$ cat src/rtl/rng_collector.sv
// Random-bit collector: edge-detects core strobes, von Neumann debiases raw bits,
// packs them LSB-first into words, queues words in a FIFO and runs a repetition-count health test.
module rng_collector #(
    parameter int WIDTH     = 8,
    parameter int DEPTH     = 4,
    parameter int RCT_LIMIT = 32
) (
    input  logic             clk,
    input  logic             rst_b,
    input  logic             rnd_bit,
    input  logic             done,
    output logic [WIDTH-1:0] word_out,
    output logic             word_valid,
    input  logic             word_ready,
    output logic             overflow,
    output logic             health_fail,
    output logic [7:0]       drop_cnt
);

    localparam int AW = $clog2(DEPTH);
    localparam int CW = AW + 1;
    localparam int BW = $clog2(WIDTH);

    logic [WIDTH-1:0] r_mem [DEPTH];
    logic [AW-1:0]    r_wr_ptr;
    logic [AW-1:0]    r_rd_ptr;
    logic [CW-1:0]    r_count;
    logic [WIDTH-1:0] r_pack;
    logic [BW-1:0]    r_bitcnt;
    logic             r_done_d;
    logic             r_pair_have;
    logic             r_pair_first;
    logic             r_prev_bit;
    logic             r_prev_valid;
    logic [7:0]       r_run;
    logic             r_health;
    logic             r_overflow;
    logic [7:0]       r_drop_cnt;

    logic             w_event;
    logic             w_same;
    logic [7:0]       w_run_next;
    logic             w_trip;
    logic             w_dbit_valid;
    logic             w_word_done;
    logic [WIDTH-1:0] w_word;
    logic             w_full;
    logic             w_pop;
    logic             w_push;
    logic             w_drop;

    // A raw event is the rising edge of done; everything is frozen once health has failed
    assign w_event      = done & ~r_done_d & ~r_health;
    assign w_same       = r_prev_valid & (rnd_bit == r_prev_bit);
    assign w_run_next   = !w_same ? 8'd1 : ((r_run == 8'hFF) ? r_run : r_run + 8'd1);
    assign w_trip       = w_event & (w_run_next == 8'(RCT_LIMIT));
    // Pair 10 yields 1 and 01 yields 0, so the debiased bit is simply the first of the pair
    assign w_dbit_valid = w_event & r_pair_have & (r_pair_first != rnd_bit);
    assign w_word       = {r_pair_first, r_pack[WIDTH-1:1]};
    assign w_word_done  = w_dbit_valid & (r_bitcnt == BW'(WIDTH - 1));
    assign w_full       = (r_count == CW'(DEPTH));
    assign w_pop        = (r_count != {CW{1'b0}}) & word_ready;
    assign w_push       = w_word_done & (~w_full | w_pop) & ~w_trip;
    assign w_drop       = w_word_done & w_full & ~w_pop & ~w_trip;

    assign word_valid   = (r_count != {CW{1'b0}});
    assign word_out     = word_valid ? r_mem[r_rd_ptr] : {WIDTH{1'b0}};
    assign overflow     = r_overflow;
    assign health_fail  = r_health;
    assign drop_cnt     = r_drop_cnt;

    // Edge detect, debias, pack, FIFO, health and drop bookkeeping
    always_ff @(posedge clk) begin
        if (!rst_b) begin
            for (int i = 0; i < DEPTH; i++) begin
                r_mem[i] <= {WIDTH{1'b0}};
            end
            r_wr_ptr     <= {AW{1'b0}};
            r_rd_ptr     <= {AW{1'b0}};
            r_count      <= {CW{1'b0}};
            r_pack       <= {WIDTH{1'b0}};
            r_bitcnt     <= {BW{1'b0}};
            r_done_d     <= 1'b1;
            r_pair_have  <= 1'b0;
            r_pair_first <= 1'b0;
            r_prev_bit   <= 1'b0;
            r_prev_valid <= 1'b0;
            r_run        <= 8'd0;
            r_health     <= 1'b0;
            r_overflow   <= 1'b0;
            r_drop_cnt   <= 8'd0;
        end else begin
            r_done_d <= done;

            if (r_health || w_trip) begin
                r_count  <= {CW{1'b0}};
                r_wr_ptr <= {AW{1'b0}};
                r_rd_ptr <= {AW{1'b0}};
                r_health <= 1'b1;
            end else begin
                if (w_push) begin
                    r_mem[r_wr_ptr] <= w_word;
                    r_wr_ptr        <= r_wr_ptr + AW'(1);
                end
                if (w_pop) begin
                    r_rd_ptr <= r_rd_ptr + AW'(1);
                end
                case ({w_push, w_pop})
                    2'b10:   r_count <= r_count + CW'(1);
                    2'b01:   r_count <= r_count - CW'(1);
                    default: r_count <= r_count;
                endcase
            end

            if (w_event) begin
                r_prev_bit   <= rnd_bit;
                r_prev_valid <= 1'b1;
                r_run        <= w_run_next;
                r_pair_have  <= ~r_pair_have;
                r_pair_first <= r_pair_have ? r_pair_first : rnd_bit;
            end

            if (w_dbit_valid) begin
                r_pack   <= w_word;
                r_bitcnt <= w_word_done ? {BW{1'b0}} : r_bitcnt + BW'(1);
            end

            if (w_drop) begin
                r_overflow <= 1'b1;
                r_drop_cnt <= (r_drop_cnt == 8'hFF) ? r_drop_cnt : r_drop_cnt + 8'd1;
            end
        end
    end

endmodule

$ cat config.mk
export PLATFORM = sky130hd
export DESIGN_NAME = rng_collector
export DESIGN_NICKNAME = d
export VERILOG_FILES = /design/src/rtl/rng_collector.sv
export SDC_FILE = /design/constraint.sdc
export NUM_CORES = 1
export LEC_CHECK = 0
export BUFFER_PORTS_ARGS = -buffer_cell sky130_fd_sc_hd__buf_2
export CAP_MARGIN = 20
export CORE_ASPECT_RATIO = 1.25
export CORE_MARGIN = 3
export CORE_UTILIZATION = 40
export CTS_CLUSTER_SIZE = 8
export DETAILED_ROUTE_END_ITERATION = 10
export HOLD_SLACK_MARGIN = 0.15
export MAX_ROUTING_LAYER = met4
export SLEW_MARGIN = 20
export SYNTH_ARGS = -nofsm -noshare
export SYNTH_HDL_FRONTEND = slang
export SYNTH_SLANG_ARGS = --single-unit
$ cat constraint.sdc
create_clock -name clk -period 4.33 [get_ports clk]
set_clock_uncertainty 0.2 [all_clocks]
set_input_delay 0.866 -clock clk [delete_from_list [all_inputs] [get_ports clk]]
set_output_delay 0.866 -clock clk [all_outputs]
set_load 0.02 [all_outputs]
==> run metrics <==
CTS tree built; Die Y 112 um; Tmin final 3.52 ns; Area growth, synth to finish 11.9%; ys async rst share 0%; Initial Util 41.4%; Die X 91.2 um; DP HPWL 4.84 mm; fin cells 488; Critical Path Max Stage Delay 0.53 ns; total CTS buffers 9; type of origin of the critical path register; post-synth net total 348; average size of a mapped cell 10.8 um^2; Tot Pwr 1320 uW; Worst Max-Slew Pin Slew 1.02 ns; maxcap violations 0; clk slew on worst S/H paths 0.08 ns; outcome completed; crit path DAT 3.57 ns; ant diodes 0; PwrDens 324 nW/um^2; core area 8750 um^2; Hold Fails Final Rpt 0; DRT Wirelength 7.10 mm; antenna violations before repair 0; GRT Resource Usage Total 15.2%; first-pass iteration count of the detailed router 4; fmax 0.284 GHz; Post-CTS Hold Fix Bufs 0; number of fillers in the final layout 845; cells after synthesis 337; Leak 0.00141 uW; largest net degree at the start of global routing 26; post-synth top area share 26.5%; Syn. warnings 0; I/O pins 24; Worst Path Max Fanout 7; DR iter-0 viols 162; via count 2500; Post-synth EDFFs 32; Max Slew Vio Count 0; Critical-path top delay cell or4b_4; Hold Path Class register to register; Peak supply drop 0.133 mV; final setup fails 0; post-route ant nets 0; CTS Sinks 74; vias in the first global route 2464; Setup crit end kind register; Final GP Congestion 0.750; post-synthesis register bit count 74; Unique masters post-synth 54; root buffer cell clkbuf_8; ranking of synthesized cells by area edfxtp_1 27%, dfxtp_1 23%, mux4_2 5.0%, and2_1 4.3%, nand2_1 4.2%; final cycle utilization of the critical path 81.3%; share of cells above drive strength 1 20.9%; num rows 38; post-route cell area 4060 um^2; dpl cells 472; Worst-Skew Late Latency 0.35 ns; CTS H-tree depth 3; total grt overflow 0; sequential fraction of the synthesis area 49.7%; input/output buffers 23; Slew HR 31.3%; area post-placement 3870 um^2; RSZ-0062 raised after global routing false; CP Class register to register; Synth area leader edfxtp_1; Avg WL per Cell 14.6 um; Post-synth top flop dfxtp_1; Critical Path, Cell by Cell ha_1 > and3_1 > nand3_2 > or4b_4 > o41ai_4 > ha_1 > inv_1 > fa_1 > xor2_1 > nor2_1 > xnor2_1 > nor2_1; clk buf depth 2; final net count 374; Post-CTS Setup Repair Bufs 0; Critical Path RT 4.38 ns; vias per inst 5.12; DRC violations left 0; setup TNS 0 ns; global-route wire length before repair 12.0 mm; post-CTS sizing 0; Mapped Area 3630 um^2; die footprint 10300 um^2
==> layer usage <==
layer	up-vias	wire length, um	track usage, %
met4	0	125	6.34
li1	1262	-	-
met1	1204	3160	17.7
met2	24	3610	25.3
met3	10	203	3.62
met5	-	0	-
==> registers in the layout, summed over array words and instances (netlist names), named ones only <==
name and count:
drop_cnt 8, health_fail 1, overflow 1, r_bitcnt 3, r_count 3, r_done_d 1, r_mem 32, r_pack 7
r_pair_first 1, r_pair_have 1, r_prev_bit 1, r_prev_valid 1, r_rd_ptr 2, r_run 8, r_wr_ptr 2
==> worst paths after layout <==
| path | startpoint | cells after the start | slack (ns) | to |
|---|---|---|---|---|
| hold / removal | overflow | 1 | 0.26 | overflow |
| setup / recovery | r_run[0] | 12 | 0.81 | r_count[2] |
| setup reg to reg | r_run[0] | 12 | 0.81 | r_count[2] |
| hold reg to reg | overflow | 1 | 0.26 | overflow |
==> placed cells by master (no fill, tap or decap), types with 6 or more instances in the layout <==
master     n
buf_4     11
nand2_1   41
nor4b_1    7
o21ai_0    7
nand3_1    6
nor3_2     9
nor3_1     8
and2_1    25
dfxtp_1   42
clkbuf_8   9
buf_2     23
edfxtp_1  32
mux4_2     8
nand2b_1   7
a21oi_1   23
and3_1     7
nor2_1    29
==> power breakdown <==
part	internal (uW)	switching (uW)	total (uW)
Sequential	743	7.16	751
Clock	262	256	519
Combinational	18.7	27.9	46.6
Total	1020	292	1320
==> cells in the mapped netlist, types with 4 or more instances <==
| cell type | count |
|---|---|
| a21oi_1 | 23 |
| a31oi_1 | 4 |
| and2_1 | 25 |
| and3_1 | 7 |
| clkbuf_1 | 12 |
| dfxtp_1 | 42 |
| edfxtp_1 | 32 |
| ha_1 | 5 |
| inv_1 | 4 |
| mux2i_1 | 5 |
| mux4_2 | 8 |
| nand2_1 | 41 |
| nand2b_1 | 7 |
| nand3_1 | 6 |
| nor2_1 | 29 |
| nor3_1 | 8 |
| nor3_2 | 9 |
| nor4b_1 | 7 |
| o21ai_0 | 7 |
| xnor2_1 | 5 |
| xor2_1 | 5 |
==> kinds of logic after synthesis <==
kind of cell	count (synthesis)	share of synthesized area [%]
buf+inv	24	3.35
mux	13	6.35
simple gates	161	25.9
compound gates	48	9.59
fa+ha+maj	6	2.28
xor+xnor	11	2.86
flops	74	49.7
==> critical path: cells and delay by family, from the launching register on <==
kind | cells | cell delay, ns
flip-flops | 1 | 0.35
AO/OA/AOI/OAI | 1 | 0.50
adder cells (fa/ha/maj) | 3 | 0.92
AND/OR/NAND/NOR | 5 | 1.11
buffers and inverters | 1 | 0.06
XOR/XNOR | 2 | 0.27
==> cell type report <==
| class | instances | area, um^2 | area share [%] |
|---|---|---|---|
| clock buffer | 10 | 128 | 3.15 |
| tap | 120 | 150 | 3.70 |
| multi-input combinational | 239 | 1700 | 42.0 |
| inverter | 5 | 18.8 | 0.463 |
| clock inverter | 6 | 57.6 | 1.42 |
| timing repair buffer | 34 | 198 | 4.87 |
| sequential | 74 | 1800 | 44.4 |
==> through the flow <==
step                      utilization, %  setup slack, ns  hold slack (ns)
after floorplan                        -            0.750            0.240
after global placement              44.3            0.483            0.243
after detailed placement            44.3            0.446            0.253
after CTS                           46.4            0.783            0.271
after global routing                46.4            0.627            0.308
final                               46.4            0.809            0.263
Note: power is estimated with default switching activity, not from simulation.
